File: src/rtl/mem_port_arbiter.sv
// mem_port_arbiter: shares one single-ported memory between instruction fetch
// and the load/store stage. Data accesses win arbitration, but only for a
// bounded run of grants while fetch is waiting, so fetch always progresses.
// Each access runs as a req/ack handshake on registered mem_* outputs, with a
// busy-cycle watchdog that aborts a stuck access and raises a sticky bus_err.
module mem_port_arbiter #(
    parameter int unsigned MAX_DATA_BURST = 4,
    parameter int unsigned TIMEOUT        = 255
) (
    input  logic        clk,
    input  logic        rst,
    input  logic        if_req,
    input  logic [31:0] if_addr,
    output logic [31:0] if_rdata,
    output logic        if_valid,
    input  logic        d_req,
    input  logic        d_we,
    input  logic [31:0] d_addr,
    input  logic [31:0] d_wdata,
    input  logic [3:0]  d_wstrb,
    output logic [31:0] d_rdata,
    output logic        d_valid,
    output logic        mem_req,
    output logic        mem_we,
    output logic [31:0] mem_addr,
    output logic [31:0] mem_wdata,
    output logic [3:0]  mem_wstrb,
    input  logic [31:0] mem_rdata,
    input  logic        mem_ack,
    output logic        stall_f,
    output logic        stall_m,
    output logic        bus_err
);

    localparam logic [1:0] ST_IDLE   = 2'd0;
    localparam logic [1:0] ST_D_BUSY = 2'd1;
    localparam logic [1:0] ST_F_BUSY = 2'd2;

    // Data may keep winning while fetch waits until the streak reaches this.
    localparam logic [3:0] BURST_LIM = 4'(MAX_DATA_BURST);
    // wait_cnt counts completed busy cycles, so the last allowed busy cycle
    // is the one where it equals TIMEOUT-1.
    localparam logic [7:0] WAIT_LIM  = 8'(TIMEOUT - 32'd1);

    logic [1:0]  state_q,     state_d;
    logic        mem_req_q,   mem_req_d;
    logic        mem_we_q,    mem_we_d;
    logic [31:0] mem_addr_q,  mem_addr_d;
    logic [31:0] mem_wdata_q, mem_wdata_d;
    logic [3:0]  mem_wstrb_q, mem_wstrb_d;
    logic [31:0] if_rdata_q,  if_rdata_d;
    logic [31:0] d_rdata_q,   d_rdata_d;
    logic        if_valid_q,  if_valid_d;
    logic        d_valid_q,   d_valid_d;
    logic        bus_err_q,   bus_err_d;
    logic [3:0]  streak_q,    streak_d;
    logic [7:0]  wait_cnt_q,  wait_cnt_d;

    logic        grant_data_s;
    logic        owner_data_s;

    assign grant_data_s = d_req & (~if_req | (streak_q < BURST_LIM));
    assign owner_data_s = (state_q == ST_D_BUSY);

    // Next-state logic: arbitration in IDLE, completion/abort in BUSY.
    always_comb begin
        state_d     = state_q;
        mem_req_d   = mem_req_q;
        mem_we_d    = mem_we_q;
        mem_addr_d  = mem_addr_q;
        mem_wdata_d = mem_wdata_q;
        mem_wstrb_d = mem_wstrb_q;
        if_rdata_d  = if_rdata_q;
        d_rdata_d   = d_rdata_q;
        if_valid_d  = 1'b0;
        d_valid_d   = 1'b0;
        bus_err_d   = bus_err_q;
        streak_d    = streak_q;
        wait_cnt_d  = wait_cnt_q;

        case (state_q)
            ST_IDLE: begin
                wait_cnt_d = 8'd0;
                if (grant_data_s) begin
                    state_d     = ST_D_BUSY;
                    mem_req_d   = 1'b1;
                    mem_we_d    = d_we;
                    mem_addr_d  = d_addr;
                    mem_wdata_d = d_wdata;
                    mem_wstrb_d = d_we ? d_wstrb : 4'd0;
                    streak_d    = if_req ? (streak_q + 4'd1) : 4'd0;
                end else if (if_req) begin
                    state_d     = ST_F_BUSY;
                    mem_req_d   = 1'b1;
                    mem_we_d    = 1'b0;
                    mem_addr_d  = if_addr;
                    mem_wdata_d = 32'd0;
                    mem_wstrb_d = 4'd0;
                    streak_d    = 4'd0;
                end else begin
                    streak_d    = 4'd0;
                end
            end
            ST_D_BUSY, ST_F_BUSY: begin
                if (mem_ack) begin
                    // Ack wins even on the watchdog's final cycle.
                    state_d    = ST_IDLE;
                    mem_req_d  = 1'b0;
                    wait_cnt_d = 8'd0;
                    if (owner_data_s) begin
                        d_rdata_d = mem_rdata;
                        d_valid_d = 1'b1;
                    end else begin
                        if_rdata_d = mem_rdata;
                        if_valid_d = 1'b1;
                    end
                end else if (wait_cnt_q == WAIT_LIM) begin
                    // Abort: release the owner with zero data and flag it.
                    state_d    = ST_IDLE;
                    mem_req_d  = 1'b0;
                    wait_cnt_d = 8'd0;
                    bus_err_d  = 1'b1;
                    if (owner_data_s) begin
                        d_rdata_d = 32'd0;
                        d_valid_d = 1'b1;
                    end else begin
                        if_rdata_d = 32'd0;
                        if_valid_d = 1'b1;
                    end
                end else begin
                    wait_cnt_d = wait_cnt_q + 8'd1;
                end
            end
            default: begin
                state_d    = ST_IDLE;
                mem_req_d  = 1'b0;
                wait_cnt_d = 8'd0;
            end
        endcase
    end

    // State and output registers with synchronous reset.
    always_ff @(posedge clk) begin
        if (rst) begin
            state_q     <= ST_IDLE;
            mem_req_q   <= 1'b0;
            mem_we_q    <= 1'b0;
            mem_addr_q  <= 32'd0;
            mem_wdata_q <= 32'd0;
            mem_wstrb_q <= 4'd0;
            if_rdata_q  <= 32'd0;
            d_rdata_q   <= 32'd0;
            if_valid_q  <= 1'b0;
            d_valid_q   <= 1'b0;
            bus_err_q   <= 1'b0;
            streak_q    <= 4'd0;
            wait_cnt_q  <= 8'd0;
        end else begin
            state_q     <= state_d;
            mem_req_q   <= mem_req_d;
            mem_we_q    <= mem_we_d;
            mem_addr_q  <= mem_addr_d;
            mem_wdata_q <= mem_wdata_d;
            mem_wstrb_q <= mem_wstrb_d;
            if_rdata_q  <= if_rdata_d;
            d_rdata_q   <= d_rdata_d;
            if_valid_q  <= if_valid_d;
            d_valid_q   <= d_valid_d;
            bus_err_q   <= bus_err_d;
            streak_q    <= streak_d;
            wait_cnt_q  <= wait_cnt_d;
        end
    end

    assign mem_req   = mem_req_q;
    assign mem_we    = mem_we_q;
    assign mem_addr  = mem_addr_q;
    assign mem_wdata = mem_wdata_q;
    assign mem_wstrb = mem_wstrb_q;
    assign if_rdata  = if_rdata_q;
    assign d_rdata   = d_rdata_q;
    assign if_valid  = if_valid_q;
    assign d_valid   = d_valid_q;
    assign bus_err   = bus_err_q;

    // Stalls release in the completion cycle so the stage can advance.
    assign stall_f = if_req & ~if_valid_q;
    assign stall_m = d_req  & ~d_valid_q;

endmodule

File: config.mk
export PLATFORM = sky130hd
export DESIGN_NAME = mem_port_arbiter
export DESIGN_NICKNAME = d
export VERILOG_FILES = /design/src/rtl/mem_port_arbiter.sv
export SDC_FILE = /design/constraint.sdc
export NUM_CORES = 1
export LEC_CHECK = 0
export CAP_MARGIN = 0
export CORE_MARGIN = 1.5
export CORE_UTILIZATION = 39
export CTS_BUF_LIST = sky130_fd_sc_hd__clkbuf_8
export DETAILED_ROUTE_END_ITERATION = 8
export PLACE_DENSITY = 0.78
export RECOVER_POWER = 100
export SYNTH_ARGS = -nofsm -noshare
export SYNTH_HDL_FRONTEND = slang
export SYNTH_SLANG_ARGS = --single-unit
File: constraint.sdc
create_clock -name clk -period 2.4 [get_ports clk]
set_input_delay 0.36 -clock clk [delete_from_list [all_inputs] [get_ports clk]]
set_output_delay 0.36 -clock clk [all_outputs]
set_load 0.1 [all_outputs]
=== After elaboration in Yosys (flattened, before gate mapping) ===
Cells that the tools add are included.

* Magnitude comparators: 1
* Multiplexer cells: 35
* Reductions and logical operators: 11
* Bitwise logic cells: 10
* Eq/ne operators: 5
* Add/sub/neg operators: 2

{| class="wikitable"
|+ Operators by type and width
! cell !! number
|-
| 32-bit two-way mux || 12
|-
| 4-bit two-way mux || 5
|-
| 1-bit two-way mux || 12
|-
| 3-bit AND reduction || 3
|-
| 8-bit by 1-bit adder with 8-bit output, second input constant || 1
|-
| 8-bit equality test, second input constant || 1
|-
| 2-bit two-way mux || 4
|-
| 3-bit != test, second input constant || 2
|-
| 1-bit inverter || 6
|-
| 4-bit by 1-bit adder with 4-bit output, second input constant || 1
|-
| 4-bit by 3-bit < comparator with 1-bit output, second input constant || 1
|-
| 2-bit case mux with 2 select lines || 1
|-
| 2-bit AND reduction || 2
|-
| 2-bit nonzero test || 2
|-
| 2-bit OR reduction || 2
|-
| 4-bit OR reduction || 1
|-
| 1-bit AND || 3
|-
| 2-bit by 1-bit equality test with 1-bit output, second input constant || 1
|-
| 2-bit equality test, second input constant || 1
|-
| 2-bit logical NOT || 1
|-
| 1-bit case mux with 2 select lines || 1
|-
| 1-bit bitwise OR || 1
|}

* Input port bits: 138
* Output and inout port bits: 139
* Register bits: 151
* Logic and storage cells: 77

=== Depth between registers and ports, before layout ===
Gate-level depths: netlist of run 1.

* Depth after elaboration: 5
* Gate-level depth with buffers: 7
* Gate-level depth less buffers: 6

=== Worst setup path after synthesis of run 1 ===
Ideal clock, no wire load.

* Kind: register to output
* Start: register if_valid_q, in the netlist if_valid
* End: output port stall_f
* Slack: -74 ps
* Arrival: 2,114 ps
* Required time: 2,040 ps
* Stages on the path, launching flop included: 2
* Path buffers: 0
* Path through: dfxtp_1 > nor2b_1

* Longest elaborated chain between the ends: 2

{| class="wikitable"
|+ Ends and longest elaborated chain
! what !! line !! text
|-
| start, declared || 53 || <nowiki>logic if_valid_q, if_valid_d;</nowiki>
|-
| start signal, assigned || 167 || <nowiki>if_valid_q <= if_valid_d;</nowiki>
|-
| 1-bit inverter || 187 || <nowiki>assign stall_f = if_req & ~if_valid_q;</nowiki>
|-
| 1-bit AND || 187 ||
|-
| end, declared || 30 || <nowiki>output logic stall_f,</nowiki>
|}

Every way passes these cells.

=== Worst setup path after layout of run 1 ===
* Start: register wait_cnt_q[0]
* End: register if_rdata_q[3], in the netlist if_rdata[3]

* Longest elaborated chain between the ends: 3

{| class="wikitable"
|+ Ends and longest elaborated chain
! what !! line !! text
|-
| start, declared || 57 || <nowiki>logic [7:0] wait_cnt_q, wait_cnt_d;</nowiki>
|-
| start signal, assigned || 171 || <nowiki>wait_cnt_q <= wait_cnt_d;</nowiki>
|-
| 8-bit equality test || 117 || <nowiki>end else if (wait_cnt_q == WAIT_LIM) begin</nowiki>
|-
| 2-bit nonzero test (no source line) || n/a ||
|-
| 3-bit AND reduction (no source line) || n/a ||
|-
| end signal, assigned || 165 || <nowiki>if_rdata_q <= if_rdata_d;</nowiki>
|-
| end, declared || 51 || <nowiki>logic [31:0] if_rdata_q, if_rdata_d;</nowiki>
|}

Every way passes these cells.
A chain may end at the register's enable or synchronous reset.

==> results of run 1 <==
[layer usage]
layer  GRT usage [%]  vias to the layer above  routed length [um]
li1                -                     2637                   -
met1           23.80                     2598                6676
met2           38.82                      250                8645
met3           8.672                       30                1727
met4           8.621                        0                 375
met5               0                        -                   0
[flip-flops by register name, summed over array words and instances, names as in the netlist, 2 cells and up]
register / flops
state_q: 2
d_rdata: 32
wait_cnt_q: 8
mem_addr: 32
streak_q: 4
mem_wdata: 32
mem_wstrb: 4
if_rdata: 32
[where the power goes]
group	switching, W	internal [W]
Clock	0.000937	0.00126
Sequential	0.0000870	0.00266
Combinational	0.00160	0.000441
[critical path, stage by stage, from the launching register on]
cell      delay [ns]
dfxtp_1         0.35
inv_1           0.07
ha_1            0.17
nand3_1         0.11
o21bai_1        0.47
a31oi_4         0.13
buf_2           0.35
a32o_1          0.30
[logic make-up after synthesis]
kind of cell / Yosys count
compound gates: 146
xor+xnor: 6
fa+ha+maj: 5
buf+inv: 63
flops: 151
simple gates: 217
[worst max path at each step]
stage	start	end	slack (ns)
final	wait_cnt_q[0]$_SDFF_PP0_	if_rdata[3]$_SDFFE_PP0P_	0.34
after detailed placement	if_req	mem_addr[10]$_SDFFE_PP0P_	0.25
after global placement	if_req	mem_addr[27]$_SDFFE_PP0P_	0.35
after CTS	state_q[1]$_SDFFE_PP0P_	mem_addr[20]$_SDFFE_PP0P_	0.51
after floorplan	if_valid$_SDFF_PP0_	stall_f	0.45
after global routing	wait_cnt_q[0]$_SDFF_PP0_	if_rdata[26]$_SDFFE_PP0P_	0.20
[through the flow]
step           setup slack [ns]  instances
2_1_floorplan            0.4484        588
3_3_place_gp             0.3508        998
3_5_place_dp             0.2474        998
4_1_cts                  0.5055       1030
5_1_grt                  0.2042       1030
6_report                 0.3375       1030
[cells in the final DEF, fill, tap and decap left out, drive strengths merged]
cell / netlist / routed
clkbuf: 24 / 154
dfxtp: 151 / 151
clkdlybuf4s50: 0 / 133
nand2: 107 / 107
a32o: 64 / 64
nor2: 43 / 43
a21oi: 40 / 40
nand3: 39 / 39
a311oi: 32 / 32
buf: 34 / 17
inv: 5 / 9
nand4: 7 / 7
nand2b: 5 / 5
ha: 5 / 5
bufinv: 0 / 5
and2: 5 / 5
nor2b: 4 / 4
a31oi: 4 / 4
xor2: 3 / 3
xnor2: 3 / 3
clkinv: 0 / 3
or3: 2 / 2
nor3: 2 / 2
clkinvlp: 0 / 2
dlygate4sd3: 0 / 2
o21ai: 2 / 2
o21bai: 1 / 1
and4: 1 / 1
a41oi: 1 / 1
nand4b: 1 / 1
o21a: 1 / 1
nor3b: 1 / 1
o221a: 1 / 1
[layout make-up]
class | count | area share, %
clock buffer | 18 | 3.079
clock inverter | 14 | 2.582
inverter | 5 | 0.2333
multi-input combinational | 374 | 28.38
sequential | 151 | 37.57
tap | 180 | 2.799
timing repair buffer | 288 | 25.35
==> impl_metrics.ini, run 1 <==
[status]
status = complete, no violations

[global_route]
antenna_found_initial = 1
grt_pass1_wl_um = 26080
first_global_vias = 5242
grt.overflow.total = 0
grtUsageTotal_pct = 22.08
grt_max_degree = 102

[cells_and_area]
fillCellCount = 1296
final_util_pct = 57.29
seqCellArea_sq_um = 3023
final_nets = 980
drive_gt1_share_pct = 7.294
design_area_sq_um = 8045
num_antenna_cells = 0
area_growth_pct = 42.10
multi_input_area_sq_um = 2283

[run]
cap_violations = 0

[setup_path]
r2r_setup_slack_ns = 0.34
crit_fanout = 32
r2r-end = if_rdata[3]$_SDFFE_PP0P_
crit_required_ns = 2.73
end_kind = register
critPathArrivalTime_ns = 2.39
timing.setup.critical_path_class = reg -> reg
start_kind = register
r2r_start = wait_cnt_q[0]$_SDFF_PP0_
rr_worst_depth = 7

[die]
coreArea_sq_um = 14040
start_util_pct = 40.32
die_h_um = 123.5
die_x_um = 123.5
io_pins = 277
rows = 43
fp.dieArea_sq_um = 15250

[routing]
vias_per_cell = 5.354
via_count = 5515
finalWirelength_um = 17420
drtPass1Iterations = 5
ant_nets = 0
drt-initial-drc-count = 289
drc_errors = 0
wl_per_cell_um = 16.92

[timing]
maxSlewHeadroom_pct = 18.79
whs_ns = 0.4154
worst_slew_pin_slew_ns = 1.223
fin_setup_tns_ns = 0
post-route-period-util_pct = 85.94
finalHoldViolCount = 0
fmax_mhz = 484.9
report.final.slew_viol_count = 0
rsz0062_at_grt = false
finalSetupViolCount = 0
fin_crit_ns = 2.062
finClkSkew_ns = 0.009455

[cts]
clk_latency_ns = 0.44
cts_tree = done
cts_resized = 0
cts_hold_buf = 0
cts_setup_buffers = 0
clkTransAtPathRegs_ns = 0.07
clockBufferDepth = 2
cts.sinks = 151
cts_made_buffers = 17
h-tree-depth = 4
cts.root.buffer_cell = clkbuf_8

[yosys]
syn_area_sq_um = 5662
synth-simple-area-share_pct = 16.60
yosysTopAreaCellShare_pct = 53.39
syn_nets = 731
ys_warn_count = 0
syn_inst = 588
netlist_top_cells_area = dfxtp_1, a32o_1, nand2_1, a311oi_1, a21oi_1
synthAdderAreaFrac_pct = 1.105
synth_xor_area_share_pct = 0.9282
synth_top_family_by_area = compound AO/OA/AOI/OAI gates
synth_enable_flop_cells = 0
yosysMostFrequentCell = dfxtp_1
async_flop_share_pct = 0
synth_mux_area_share_pct = 0
yosys_most_used_dff = dfxtp_1
synth_compound_area_share_pct = 22.17
synth_seq_cells = 151
netlist_top_cells_count = dfxtp_1, nand2_1, a32o_1
synth_area_per_cell_sq_um = 9.629
synth_top_area_cell = dfxtp_1
synth_cell_types = 35
synth-seq-area-share_pct = 53.39

[placement]
place_area_sq_um = 8139
gp_congestion = 0.7863
dpl.hpwl_um = 12440
io_buffers = 276

[min_path]
min_to = bus_err$_SDFFE_PP0P_
whs_path_depth = 4
hold_path.class = in -> reg
hp-start = mem_ack

[power_and_ir_drop]
p_total_w = 0.006984
peakVddDrop_uv = 475.3
power.leakage_nw = 2.916
powerDensity_nw_per_um2 = 868.1
Note: power is estimated with default switching activity, not from simulation.
==> inputs of run 2 (changes only) <==
--- a/config.mk
+++ b/config.mk
@@ -12,6 +12,7 @@
 export DETAILED_ROUTE_END_ITERATION = 8
 export PLACE_DENSITY = 0.78
 export RECOVER_POWER = 100
+export SLEW_MARGIN = 15
 export SYNTH_ARGS = -nofsm -noshare
 export SYNTH_HDL_FRONTEND = slang
 export SYNTH_SLANG_ARGS = --single-unit
==> results of run 2 <==
Same layout as run 1: the final DEF is identical, and so are final timing and power.
==> RTL edit 1, RTL diff (settings of run 1) <==
`mem_addr_q` no longer has a reset.
--- a/src/rtl/mem_port_arbiter.sv
+++ b/src/rtl/mem_port_arbiter.sv
@@ -145,7 +145,6 @@
             state_q     <= ST_IDLE;
             mem_req_q   <= 1'b0;
             mem_we_q    <= 1'b0;
-            mem_addr_q  <= 32'd0;
             mem_wdata_q <= 32'd0;
             mem_wstrb_q <= 4'd0;
             if_rdata_q  <= 32'd0;
@@ -159,7 +158,6 @@
             state_q     <= state_d;
             mem_req_q   <= mem_req_d;
             mem_we_q    <= mem_we_d;
-            mem_addr_q  <= mem_addr_d;
             mem_wdata_q <= mem_wdata_d;
             mem_wstrb_q <= mem_wstrb_d;
             if_rdata_q  <= if_rdata_d;
@@ -170,6 +168,10 @@
             streak_q    <= streak_d;
             wait_cnt_q  <= wait_cnt_d;
         end
+    end
+
+    always_ff @(posedge clk) begin
+        mem_addr_q <= mem_addr_d;
     end
 
     assign mem_req   = mem_req_q;
Check against the original RTL: not equivalent (a bounded check fails within 4 cycles, from zero or initial values and one cycle with rst high).
==> RTL edit 1 against run 1 <==
Area after synthesis is essentially flat. Power is 0.86% lower. Sequential cell count is the same. Wire length fell by 3.3%. Hold slack worse by 85 ps. Worst setup slack gained 12 ps. Die area about the same. Non-clock buffer count is 1 lower. Design area is 0.30% higher. Critical path type is now flip-flop to primary output.
==> RTL edit 1: results (changes against run 1) <==
Met1 WL -> 6298 µm (-5.7%)
Grt met1 use -> 0.2234 (-0.01457)
Hold Path End -> d_valid
Least-Margin Pin Slew -> 1238 ps (+14.07 ps)
Compound-Gate Fraction of Synth Area -> 0.1712 (-0.05050)
Skew final -> 9.635 ps (+0.1794 ps)
Filler instances -> 1300 (+0.31%)
Critical Path AT -> 1690 ps (-700 ps)
CP max stage delay -> 900 ps (+430 ps)
Top cells by area, synth -> dfxtp_1 42%, edfxtp_1 17%, a32o_1 11%, nand2_1 9.1%, a21oi_1 3.7%
Largest net degree at the start of global routing -> 74 (-27%)
Register area share after synthesis -> 0.5901 (+0.05618)
Crit-path slowest cell -> clkbuf_1
CP startpoint -> mem_wdata[24]
GR Layer Usage met3 -> 0.07011 (-0.01661)
Status -> finished, final reports clean
Clock network power -> 2.11 mW (-4%)
Initial DRC count -> 361 (+25%)
Initial antenna violation count -> 1 (unchanged)
Synth Warn # -> 0 (unchanged)
Net Sw Frac -> 0.3703 (-0.004770)
Vias in the first global route -> 5186 (-1.1%)
TritonCTS buffer count -> 17 (unchanged)
Worst skew pair latency -> 440 ps (about the same)
Vias -> 5186 (-6.0%)
Synth unique cells -> 37 (+5.7%)
Syn Nets -> 687 (-6.0%)
Maximum vdd drop -> 576.8 µV (+21%)
Worst r2r src -> state_q[1]
Placed Area -> 8145 µm² (about the same)
# nets final -> 947 (-3.4%)
Root Buffer -> clkbuf_8
Setup crit end -> mem_wdata[24]
Detailed Place HPWL -> 12020 µm (-3.3%)
GRT Util Overall -> 0.2127 (-0.008141)
Post-synthesis adder-cell area fraction -> 0.01104 (about the same)
Async SR Flop Fraction -> 0 (unchanged)
Hold depth -> 3 (-1)
Reg2Reg Depth -> 7 (unchanged)
Leak -> 3.006 nW (+3.1%)
Global-route wire length before repair -> 24980 µm (-4.2%)
Number of flops mapped to enable cells by yosys -> 32 (+32)
GPL Wtd Cong -> 0.8332 (+6.0%)
Commonest cells post-synth -> 138 x nand2_1, 119 x dfxtp_1, 64 x a32o_1
Total routed wirelength -> 16840 µm (-3.3%)
GR Util met2 -> 0.3875 (-0.0006944)
XOR/XNOR Fraction of Synth Area -> 0.009276 (about the same)
Comb. pwr -> 1.97 mW (-3%)
CP max FO -> 2 (-94%)
Reg-to-reg endpoint -> mem_wdata[12]
Fraction of layout cells with a size suffix above 1 -> 0.08446 (+0.01151)
DR WL met3 -> 1467 µm (-15%)
Reg-to-reg setup timing slack -> 390 ps (+50 ps)
I/O Buffers -> 276 (unchanged)
H-tree Lvls -> 4 (unchanged)
Crit path max-delay family -> buffers and inverters
Setup repair bufs after CTS -> 0 (unchanged)
WL met2 -> 8748 µm (+1.2%)
Max Root-Sink Buffers -> 2 (unchanged)
Fin Hold WS -> 330.1 ps (-85.32 ps)
RTL edit 1: cell count changes after synthesis, moves of 6 or more:
cell                  run 1  this run
nor2_1                   43        11
buf_2                    22        12
dlygate4sd1_1             0         6
clkbuf_1                 23        13
edfxtp_1                  0        32
a311oi_1                 32         0
nand2_1                 107       138
dfxtp_1                 151       119
buf_4                     1         8
RTL edit 1: per-stage QoR:
stage,power (mW),cells,setup WS (ps),util
global placement,4.980,965,433.3,0.5801
floorplan,4.419,544,208.9,-
global route,7.179,997,175.6,0.5746
finish,6.924,997,349.3,0.5746
CTS,7.123,997,452.3,0.6112
detailed placement,5.012,965,360.5,0.5801
RTL edit 1: layout make-up:
class | instances | area, µm² | share of cell area
multi-input cells | 341 | 2014 | 0.2497
well taps | 180 | 225.2 | 0.02791
repair buffers | 287 | 2026 | 0.2510
clock buffers | 19 | 261.5 | 0.03241
inverters | 6 | 22.52 | 0.002791
flip-flops and latches | 151 | 3343 | 0.4143
clock inverters | 13 | 176.4 | 0.02186
==> RTL edit 2, RTL diff (config.mk and constraints of run 1) <==
Made on the original files. Change the parameter `TIMEOUT` from 255 to 191.
--- a/src/rtl/mem_port_arbiter.sv
+++ b/src/rtl/mem_port_arbiter.sv
@@ -5,7 +5,7 @@
 // busy-cycle watchdog that aborts a stuck access and raises a sticky bus_err.
 module mem_port_arbiter #(
     parameter int unsigned MAX_DATA_BURST = 4,
-    parameter int unsigned TIMEOUT        = 255
+    parameter int unsigned TIMEOUT        = 191
 ) (
     input  logic        clk,
     input  logic        rst,
Function: same outputs for any inputs over 4 cycles, from zero or initial values and one cycle with rst high; that may be too few to reach the edited logic, so the function may still have changed.
==> RTL edit 2 against run 1 <==
Sequential share of layout area about the same. Area after synthesis is 2.0% lower. Design area hardly changed. Sequential cell count is the same. Power fell by 2.5%. Worst setup slack improved by 3.7 ps. Via count grew 0.91%. Wire length down 0.21%.
==> RTL edit 2: results (changes against run 1) <==
GRT Util Overall -> 0.2207 (about the same)
Leak -> 2.925 nW (+0.31%)
Worst Hold Class -> input port to flip-flop
Detailed Place HPWL -> 12260 µm (-1.4%)
Status -> finished, final reports clean
Synth Warn # -> 0 (unchanged)
Post-CTS sizing -> 0 (unchanged)
Synth unique cells -> 33 (-5.7%)
H-tree Lvls -> 4 (unchanged)
First-pass iteration count of the detailed router -> 5 (unchanged)
Initial antenna violation count -> 0 (-1)
Syn Nets -> 731 (unchanged)
TritonCTS buffer count -> 17 (unchanged)
CP max stage delay -> 880 ps (+410 ps)
Commonest cells post-synth -> 151 x dfxtp_1, 106 x nand2_1, 64 x a32o_1
CP max FO -> 2 (-94%)
Skew final -> 7.725 ps (-1.730 ps)
Register area share after synthesis -> 0.5450 (+0.01108)
Slew HR -> 0.1846 (-0.003206)
GPL Wtd Cong -> 0.8135 (+3.5%)
Fraction of layout cells with a size suffix above 1 -> 0.08314 (+0.01020)
Crit path max-delay family -> buffers and inverters
Critical Path AT -> 1700 ps (-690 ps)
Clk pin slew, worst setup/hold paths -> 80 ps
Reg-to-reg setup timing slack -> 360 ps (+20 ps)
Async SR Flop Fraction -> 0 (unchanged)
I/O Buffers -> 276 (unchanged)
Setup repair bufs after CTS -> 0 (unchanged)
Vias per cell -> 5.377 (+0.42%)
Worst skew pair latency -> 440 ps (about the same)
Largest net degree at the start of global routing -> 70 (-31%)
Global-route wire length before repair -> 25730 µm (-1.3%)
Predominant post-synthesis flop cell -> dfxtp_1
# nets final -> 984 (+0.41%)
Root Buffer -> clkbuf_8
Crit-path slowest cell -> clkbuf_1
Initial DRC count -> 397 (+37%)
P_sw -> 2.609 mW (-0.42%)
Max Root-Sink Buffers -> 2 (unchanged)
Total routed wirelength -> 17390 µm (-0.21%)
Detail Route Antenna Nets -> 0 (unchanged)
Top cells by area, synth -> dfxtp_1 55%, a32o_1 12%, nand2_1 7.2%, a311oi_1 5.1%, a21oi_1 3.6%
Maximum vdd drop -> 430.2 µV (-9.5%)
Vias in the first global route -> 5195 (-0.90%)
-- RTL edit 2: worst paths after layout --
kind                                   start  cells after the start      endpoint
worst max-delay path            mem_addr[30]                      1  mem_addr[30]
worst min-delay path                 mem_ack                      4       bus_err
worst max register to register    state_q[0]                      6  mem_addr[28]
worst min register to register  mem_wstrb[2]                      2  mem_wstrb[2]
-- RTL edit 2: stage by stage --
stage	std cells	total power, mW	worst slack (ps)	hold slack [ps]	area [µm²]
2_1_floorplan	588	4.348	448.4	441.1	5552
3_3_place_gp	1002	4.972	410.7	439.3	8152
3_5_place_dp	1002	5.006	260.0	446.9	8152
4_1_cts	1034	7.012	473.6	308.6	8568
5_1_grt	1034	7.079	190.4	373.0	8049
6_report	1035	6.809	341.3	374.2	8051
-- RTL edit 2: cell families after synthesis --
logic type	after synthesis	synth area share
AO/OA/AOI/OAI	146	0.2157
XOR/XNOR	6	0.009476
adder cells (fa/ha/maj)	5	0.01128
buffers and inverters	64	0.04918
flip-flops	151	0.5450
AND/OR/NAND/NOR	216	0.1694
-- RTL edit 2: power by group through the flow --
stage | registers [mW] | clock network, mW | logic (mW)
floorplan | 3.90 | 0 | 0.450
global placement | 2.80 | 0 | 2.17
detailed placement | 2.81 | 0 | 2.19
CTS | 2.75 | 2.06 | 2.20
global route | 2.77 | 2.16 | 2.15
finish | 2.75 | 2.00 | 2.06
-- RTL edit 2: layer usage --
metal,GRT usage,wire [µm],part of all wire,vias to the layer above
met2,0.3701,8387,0.48,255
met5,0,0,0,-
li1,-,-,-,2651
met1,0.2555,7045,0.41,2636
met3,0.08225,1634,0.094,23
met4,0.08576,320,0.018,0
-- RTL edit 2: cell type report --
cell class / count / area (µm²)
fill: 1285 / 5829
multi-input combinational: 373 / 2266
sequential: 151 / 3023
tap: 180 / 225.2
antenna: 1 / 2.502
inverter: 6 / 22.52
timing repair buffer: 292 / 2096
clock buffer: 19 / 261.5
clock inverter: 13 / 155.1
